`config.mk`:
```
export PLATFORM = sky130hd
export DESIGN_NAME = cla_with_dff
export DESIGN_NICKNAME = d
export VERILOG_FILES = /design/src/rtl/cla_with_dff.sv
export SDC_FILE = /design/constraint.sdc
export NUM_CORES = 1
export LEC_CHECK = 0
export ABC_AREA = 1
export CAP_MARGIN = 20
export CORE_AREA = 2 2 39 41
export DETAILED_ROUTE_END_ITERATION = 16
export DIE_AREA = 0 0 41 43
export GPL_TIMING_DRIVEN = 0
export HOLD_SLACK_MARGIN = 0.12
export PLACE_DENSITY = 0.54
export SLEW_MARGIN = 40
export SYNTH_ARGS = -nofsm -noshare
export SYNTH_HDL_FRONTEND = slang
export SYNTH_SLANG_ARGS = --single-unit
```
`constraint.sdc`:
```
create_clock -name Clk -period 1.28 [get_ports Clk]
set_input_delay 0.192 -clock Clk [delete_from_list [all_inputs] [get_ports Clk]]
set_output_delay 0.192 -clock Clk [all_outputs]
set_load 0.01 [all_outputs]
```
`src/rtl/cla_with_dff.sv`:
```
// cla_with_dff: two-level carry-lookahead adder with registered outputs.
//
// Computes {Cout, Sum} = A + B + Cin. Inside each 4-bit group the carries are
// flat lookahead sums of products. Each group also produces a group
// propagate/generate pair. A second-level lookahead unit uses those pairs to
// form every group carry-in directly, so no carry ripples from group to group.
// The sum and carry-out are captured in flops on every rising Clk edge.
//
// Build option:
//   CLA_INPUT_REG_EN  When defined, A/B/Cin are first registered. This gives a
//                     2-cycle input-to-output latency instead of 1. The port
//                     list is the same in both builds.
//
// Parameters:
//   WIDTH     operand width; legal values are 4, 8, 12 and 16
// Ports:
//   Clk       clock, rising edge active
//   Reset     synchronous, active-high; clears the outputs (and input regs)
//   A, B      unsigned addends, WIDTH bits
//   Cin       carry-in
//   Sum_out   registered sum, WIDTH bits
//   Cout_out  registered carry-out
module cla_with_dff #(
  parameter int unsigned WIDTH = 4
) (
  input  logic             Clk,
  input  logic             Reset,
  input  logic [WIDTH-1:0] A,
  input  logic [WIDTH-1:0] B,
  input  logic             Cin,
  output logic [WIDTH-1:0] Sum_out,
  output logic             Cout_out
);

  localparam int unsigned GROUP = 4;
  localparam int unsigned NG    = WIDTH / GROUP;

  // Reject widths that cannot be split into 1..4 whole groups.
  if ((WIDTH % GROUP) != 0 || NG < 1 || NG > 4) begin : g_bad_width
    $error("cla_with_dff: WIDTH must be 4, 8, 12 or 16");
  end

  // ---------------------------------------------------------------------------
  // Operand source: optional input register stage.
  // ---------------------------------------------------------------------------
  logic [WIDTH-1:0] op_a;
  logic [WIDTH-1:0] op_b;
  logic             op_cin;

`ifdef CLA_INPUT_REG_EN
  logic [WIDTH-1:0] a_q;
  logic [WIDTH-1:0] b_q;
  logic             cin_q;

  // Input capture. Reset discards any operand already in flight.
  always_ff @(posedge Clk) begin
    if (Reset) begin
      a_q   <= '0;
      b_q   <= '0;
      cin_q <= 1'b0;
    end else begin
      a_q   <= A;
      b_q   <= B;
      cin_q <= Cin;
    end
  end

  assign op_a   = a_q;
  assign op_b   = b_q;
  assign op_cin = cin_q;
`else
  assign op_a   = A;
  assign op_b   = B;
  assign op_cin = Cin;
`endif

  // ---------------------------------------------------------------------------
  // Bitwise propagate / generate.
  // ---------------------------------------------------------------------------
  logic [WIDTH-1:0] p;
  logic [WIDTH-1:0] g;

  assign p = op_a ^ op_b;
  assign g = op_a & op_b;

  // ---------------------------------------------------------------------------
  // First level: per-group flat lookahead and group P/G.
  // ---------------------------------------------------------------------------
  logic [NG-1:0]    pg;   // group propagate
  logic [NG-1:0]    gg;   // group generate
  logic [NG:0]      cg;   // group carry-ins; cg[NG] is the adder carry-out
  logic [WIDTH-1:0] c;    // per-bit carry-in

  for (genvar j = 0; j < NG; j++) begin : g_grp
    logic p0, p1, p2, p3;
    logic g0, g1, g2, g3;
    logic ci;

    assign p0 = p[GROUP*j + 0];
    assign p1 = p[GROUP*j + 1];
    assign p2 = p[GROUP*j + 2];
    assign p3 = p[GROUP*j + 3];
    assign g0 = g[GROUP*j + 0];
    assign g1 = g[GROUP*j + 1];
    assign g2 = g[GROUP*j + 2];
    assign g3 = g[GROUP*j + 3];
    assign ci = cg[j];

    // Each carry is a two-level AND-OR of the group's G/P and its carry-in.
    assign c[GROUP*j + 0] = ci;
    assign c[GROUP*j + 1] = g0 | (p0 & ci);
    assign c[GROUP*j + 2] = g1 | (p1 & g0) | (p1 & p0 & ci);
    assign c[GROUP*j + 3] = g2 | (p2 & g1) | (p2 & p1 & g0) | (p2 & p1 & p0 & ci);

    assign pg[j] = p3 & p2 & p1 & p0;
    assign gg[j] = g3 | (p3 & g2) | (p3 & p2 & g1) | (p3 & p2 & p1 & g0);
  end

  // ---------------------------------------------------------------------------
  // Second level: each group carry-in is an independent flat sum of products
  // over lower groups' GG/PG and the adder carry-in. The loops unroll into
  // a product-term OR; no term reads a previously computed group carry.
  // ---------------------------------------------------------------------------
  always_comb begin
    logic acc;
    logic prod;
    cg    = '0;
    acc   = 1'b0;
    prod  = 1'b0;
    cg[0] = op_cin;
    for (int unsigned j = 1; j <= NG; j++) begin
      acc = 1'b0;
      // Terms where group k generates and groups k+1..j-1 propagate.
      for (int unsigned k = 0; k < j; k++) begin
        prod = gg[k];
        for (int unsigned m = k + 1; m < j; m++) begin
          prod = prod & pg[m];
        end
        acc = acc | prod;
      end
      // Term where the adder carry-in propagates through groups 0..j-1.
      prod = op_cin;
      for (int unsigned m = 0; m < j; m++) begin
        prod = prod & pg[m];
      end
      cg[j] = acc | prod;
    end
  end

  // ---------------------------------------------------------------------------
  // Sum and carry-out.
  // ---------------------------------------------------------------------------
  logic [WIDTH-1:0] sum_c;
  logic             cout_c;

  assign sum_c  = p ^ c;
  assign cout_c = cg[NG];

  // Output flops. They capture on every edge; Reset takes priority.
  always_ff @(posedge Clk) begin
    if (Reset) begin
      Sum_out  <= '0;
      Cout_out <= 1'b0;
    end else begin
      Sum_out  <= sum_c;
      Cout_out <= cout_c;
    end
  end

endmodule

```
# Yosys cells after proc, flatten, opt, wreduce, memory -nomap -nowiden
# Cells that the tools add are included.
# word_totals
regBits	5
wordCells	31
# op_classes
bitwise	29
# op_table
cell	count
AND 1 bit	16
OR 1 bit	10
XOR 4 bit	2
AND 4 bit	1

# Depth between registers and ports, before layout
# Gate-level depths: netlist of the first run.
# depth
depth_word	6
ltp_mapped	7
depth_no_buf	7

# Worst setup path after synthesis of the first run
# OpenSTA, ideal clock, no wires.
# synth_path
path_kind	input -> register
start	in A[2]
end	reg Sum_out[3]
cell_stages	6
t_required_ps	1165
path_buffers	0
arrival_ps	911
path_slack_ps	254
cell_sequence	ha_1 > or2_0 > nand2_1 > nand3_1 > nand2_1 > nor2_1
# synth_via
elab_chain_cells	6
# synth_rtl
element	line_no	text
start, declared	28	input logic [WIDTH-1:0] A,
XOR 4 bit	83	assign p = op_a ^ op_b;
AND 1 bit	113	assign c[GROUP*j + 3] = g2 | (p2 & g1) | (p2 & p1 & g0) | (p2 & p1 & p0 & ci);
OR 1 bit or AND 1 bit (tied branches) (2 in a row)	113	
OR 1 bit *	113	
XOR 4 bit *	156	assign sum_c = p ^ c;
end signal, assigned	165	Sum_out <= sum_c;
end, declared	31	output logic [WIDTH-1:0] Sum_out,
# Every way passes the cells marked *; elsewhere a longest branch is shown, timed or not.
# A chain may end at the register's enable or synchronous reset.

# Final worst setup path of the first run
# layout_path
start	reg Sum_out[0]
end	out Sum_out[0]
# No word-level cell between the ends.

==> results of run 1 <==
Yosys cell counts (all sizes together):
| library cell | instances |
|---|---|
| inv | 6 |
| nand2 | 6 |
| nor2 | 7 |
| o21ai | 1 |
| ha | 4 |
| or2 | 1 |
| fa | 1 |
| dfxtp | 5 |
| a21oi | 2 |
| nand3 | 3 |
| xor2 | 1 |
| nand4 | 1 |
registers in the layout, summed over array words and instances (netlist names):
name,count
Cout_out,1
Sum_out,4
final timing paths:
path | end | depth (start not counted)
setup / recovery | Sum_out[0] | 1
hold / removal | Sum_out[0] | 4
cell families after synthesis:
logic type | share of synthesized area
simple gates | 0.264
flops | 0.335
xor+xnor | 0.0293
compound gates | 0.0627
buf+inv | 0.0753
fa+ha+maj | 0.234
area by class of cell:
type / count / area [um^2] / share of cell area
Multi-Input combinational cell: 27 / 201 / 0.376
Timing Repair Buffer: 15 / 165 / 0.308
Sequential cell: 5 / 100 / 0.187
Tap cell: 16 / 20.0 / 0.0374
Inverter: 6 / 22.5 / 0.0421
Clock buffer: 4 / 26.3 / 0.0491
report_power, final:
part | internal [mW] | total [mW] | switching [mW]
clock | 0.118 | 0.180 | 0.0622
combinational | 0.0890 | 0.155 | 0.0662
sequential | 0.174 | 0.177 | 0.00301
total | 0.380 | 0.512 | 0.131
per-stage QoR:
step                hold WS, ns  std cells  TNS, ns
floorplan                 0.259         38        0
global placement          0.772         69   -0.841
detailed placement        0.785         69   -0.846
CTS                       0.533         73        0
global route              0.439         73        0
finish                    0.408         73        0
metal layers:
metal | share of wire | wire, um | vias to the layer above | global-route usage
li1 | - | - | 160 | -
met3 | 0.066 | 37 | 2 | 0
met1 | 0.44 | 248 | 114 | 0.100
met4 | 0.027 | 15 | 0 | 0.100
met2 | 0.46 | 257 | 12 | 0.113
met5 | 0 | 0 | - | 0
==> flow_summary.json, run 1 <==
{
  "crit_chain": "clkdlybuf4s50_1",
  "critical_path.max_fanout": 1,
  "finalNetCount": 74,
  "drt_pass1_iterations": 2,
  "status": "completed",
  "utilization": 0.387,
  "crit_path_top_delay_cell": "clkdlybuf4s50_1",
  "final_layout_size_suffix_gt1_frac": 0.123,
  "drt_wl_total_um": 559,
  "die_w_um": 41,
  "dieArea_um2": 1760,
  "crit_buf_inv": 1,
  "drt-initial-drc-count": 3,
  "clk_pin_slew_ns": 0.04,
  "ys_seq_elements": 5,
  "yosysSeqAreaShare": 0.335,
  "synth_nets": 54,
  "numCtsBuffers": 3,
  "postRouteAntennaNets": 0,
  "grt_max_degree": 5,
  "io_pins": 16,
  "grt_overflow": 0,
  "yosysWarnings": 0,
  "peakVddDrop_mv": 0.227,
  "tightest_slew_ns": 0.201,
  "setup-violations-final": 0,
  "ctsHoldBuffers": 0,
  "synth_top_cell_area_share": 0.335,
  "ys_types": 14,
  "min_from": "A[0]",
  "insertedDiodeCount": 0,
  "grt_use_total": 0.0824,
  "drv_slew": 0,
  "startpoint": "Sum_out[0]",
  "required_ns": 1.09,
  "drc_errors": 0,
  "synth_area_leader_cell": "dfxtp_1",
  "final_common_cell": "clkdlybuf4s50_1",
  "area_delta_synth_final_pct": 79.1,
  "start_util": 0.216,
  "portBuffers": 15,
  "crit_family": "buffers and inverters",
  "critical-path-max-stage-delay_ns": 0.52,
  "layout_common_cells": "9 x clkdlybuf4s50_1, 7 x nor2_1, 6 x inv_1, 6 x dlymetal6s2s_1",
  "antenna_found_initial": 0,
  "place_area_um2": 469,
  "core_area_um2": 1380,
  "postLayoutCellArea_um2": 536,
  "final.period_utilization": 0.977,
  "cts_setup_buffers": 0,
  "maxCapViolCount": 0,
  "netlist_top_cells_area": "dfxtp_1 33%, ha_1 17%, nor2_1 8.8%",
  "grt_pass1_vias": 263,
  "hold_viol_final": 0,
  "cts-root-buf": "clkbuf_4",
  "wl_per_cell_um": 7.66,
  "grt_pass1_wl_um": 959,
  "rows": 14,
  "rsz0062_at_grt": "no",
  "worst_slack_ns": 0.0290,
  "cts_tree": "done",
  "holdCritPathClass": "input port to flop",
  "post-dp-hpwl_um": 455,
  "gp_congestion": 0.689,
  "cts_max_level": 1,
  "post-place-ws_ns": -0.209,
  "avgSynthCellArea_um2": 7.87,
  "netlist_area_um2": 299,
  "crit_type": "flop to output port",
  "p_per_area_nw_per_um2": 956,
  "via_count": 288,
  "arrival_ns": 1.06,
  "synthCells": 38,
  "fmax_mhz": 799,
  "fill_cells": 147,
  "clk_path_buf_depth": 2,
  "fin_crit_ns": 1.25,
  "total_power_uw": 512,
  "viasPerCell": 3.95,
  "p_leak_nw": 0.305,
  "relSlewSlack": 0.865,
  "die_h_um": 43,
  "clkSinkCount": 5,
  "post_cts_resized": 0,
  "cp-start-kind": "flop",
  "crit_path_end_kind": "output port"
}
Power figures use the tool's default switching activity.
==> inputs of run 2 (changes only) <==
--- a/config.mk
+++ b/config.mk
@@ -13,6 +13,7 @@
 export GPL_TIMING_DRIVEN = 0
 export HOLD_SLACK_MARGIN = 0.12
 export PLACE_DENSITY = 0.54
+export REMOVE_ABC_BUFFERS = 1
 export SLEW_MARGIN = 40
 export SYNTH_ARGS = -nofsm -noshare
 export SYNTH_HDL_FRONTEND = slang
==> results of run 2 <==
The final DEF is identical to that of run 1; final timing and power are the same.
==> inputs of run 3 (changes only) <==
==> constraint.sdc (replaced) <==
create_clock -name Clk -period 1.5 [get_ports Clk]
set_input_delay 0.225 -clock Clk [delete_from_list [all_inputs] [get_ports Clk]]
set_output_delay 0.225 -clock Clk [all_outputs]
set_load 0.01 [all_outputs]
==> flow_summary.json, run 3 (synthesis gave the netlist of run 1 again) <==
{
  "area_delta_synth_final_pct": 65.7,
  "cts_tree": "done",
  "layout_common_cells": "15 x clkdlybuf4s50_1, 7 x nor2_1, 6 x inv_1",
  "crit_chain": "clkdlybuf4s50_1",
  "largestRegisters": "Sum_out (4), Cout_out (1)",
  "post_cts_resized": 0,
  "whs_ns": 0.566,
  "required_ns": 1.27,
  "holdPathStages": 2,
  "placed_cells": 69,
  "final_layout_size_suffix_gt1_frac": 0.0877,
  "grt_max_degree": 5,
  "io_pins": 16,
  "postLayoutCellArea_um2": 495,
  "hold_viol_final": 0,
  "crit_family": "buffers and inverters",
  "place_area_um2": 469,
  "insertedDiodeCount": 0,
  "die_w_um": 41,
  "cp-start-kind": "flop",
  "clk_pin_slew_ns": 0.04,
  "p_per_area_nw_per_um2": 870,
  "dieArea_um2": 1760,
  "whs_endpoint": "Sum_out[0]",
  "grt_util_met3": 0,
  "p_leak_nw": 0.231,
  "final_common_cell": "clkdlybuf4s50_1",
  "via_count": 276,
  "cts-root-buf": "clkbuf_4",
  "cts_max_level": 1,
  "total_power_uw": 431,
  "die_h_um": 43,
  "fmax_mhz": 776,
  "drv_slew": 0,
  "wl_per_cell_um": 7.11,
  "critical-path-max-stage-delay_ns": 0.52,
  "drc_errors": 0,
  "maxCapViolCount": 0,
  "instances_no_fill": 73,
  "holdCritPathClass": "input port to flop",
  "grt-busiest-layer": "met2",
  "grt_overflow": 0,
  "core_area_um2": 1380,
  "largest_reg_flops": 4,
  "postRouteAntennaNets": 0,
  "start_util": 0.216,
  "grt_use_total": 0.0824,
  "setup-tns-final_ns": 0,
  "drt_pass1_iterations": 2,
  "arrival_ns": 1.06,
  "crit_path_top_delay_cell": "clkdlybuf4s50_1",
  "peakVddDrop_mv": 0.185,
  "grt_pass1_wl_um": 959,
  "rows": 14,
  "rsz0062_at_grt": "no",
  "cts_setup_buffers": 0,
  "met2_usage": 0.113,
  "setup-violations-final": 0,
  "top_register": "Sum_out",
  "worst_slack_ns": 0.211,
  "multiInputGateArea_um2": 176,
  "numCtsBuffers": 3,
  "post-place-ws_ns": -0.0216,
  "gp_congestion": 0.689,
  "post-dp-hpwl_um": 455,
  "min_from": "Reset",
  "final.period_utilization": 0.859,
  "crit_buf_inv": 1,
  "antenna_found_initial": 0,
  "ctsHoldBuffers": 0,
  "crit_type": "flop to output port",
  "utilization": 0.358,
  "status": "completed",
  "drt_wl_total_um": 519,
  "critical_path.max_fanout": 1,
  "crit_path_end_kind": "output port",
  "clkSinkCount": 5,
  "drt-initial-drc-count": 6,
  "portBuffers": 15,
  "fin_crit_ns": 1.29,
  "clk_path_buf_depth": 2,
  "relSlewSlack": 0.865,
  "finalNetCount": 74,
  "viasPerCell": 3.78,
  "seqCellArea_um2": 100,
  "met1_usage": 0.100,
  "grt_pass1_vias": 263,
  "tightest_slew_ns": 0.201,
  "fill_cells": 154
}
run 3: layout make-up:
cell class,instances,area share
Multi-Input combinational cell,27,0.356
Timing Repair Buffer,15,0.303
Sequential cell,5,0.202
Clock buffer,4,0.0530
Inverter,6,0.0455
Tap cell,16,0.0404
run 3: how the worst max path moves through the flow:
stage	start	slack [ns]	to	depth (start not counted)
2_1_floorplan	A[2]	0.44	Sum_out[3]	6
3_3_place_gp	A[2]	-0.03	Sum_out[3]	7
3_5_place_dp	A[2]	-0.02	Sum_out[3]	7
4_1_cts	Sum_out[2]	0.19	Sum_out[2]	1
5_1_grt	A[2]	0.14	Sum_out[3]	7
6_report	Sum_out[2]	0.21	Sum_out[2]	1
run 3: power breakdown:
part | internal (mW) | switching (mW)
Clock | 0.100 | 0.0531
Sequential | 0.148 | 0.00310
Combinational | 0.0731 | 0.0531
run 3: routing by layer:
metal	vias to the layer above	part of all wire
li1	157	-
met1	105	0.44
met2	12	0.47
met3	2	0.052
met4	0	0.029
met5	-	0
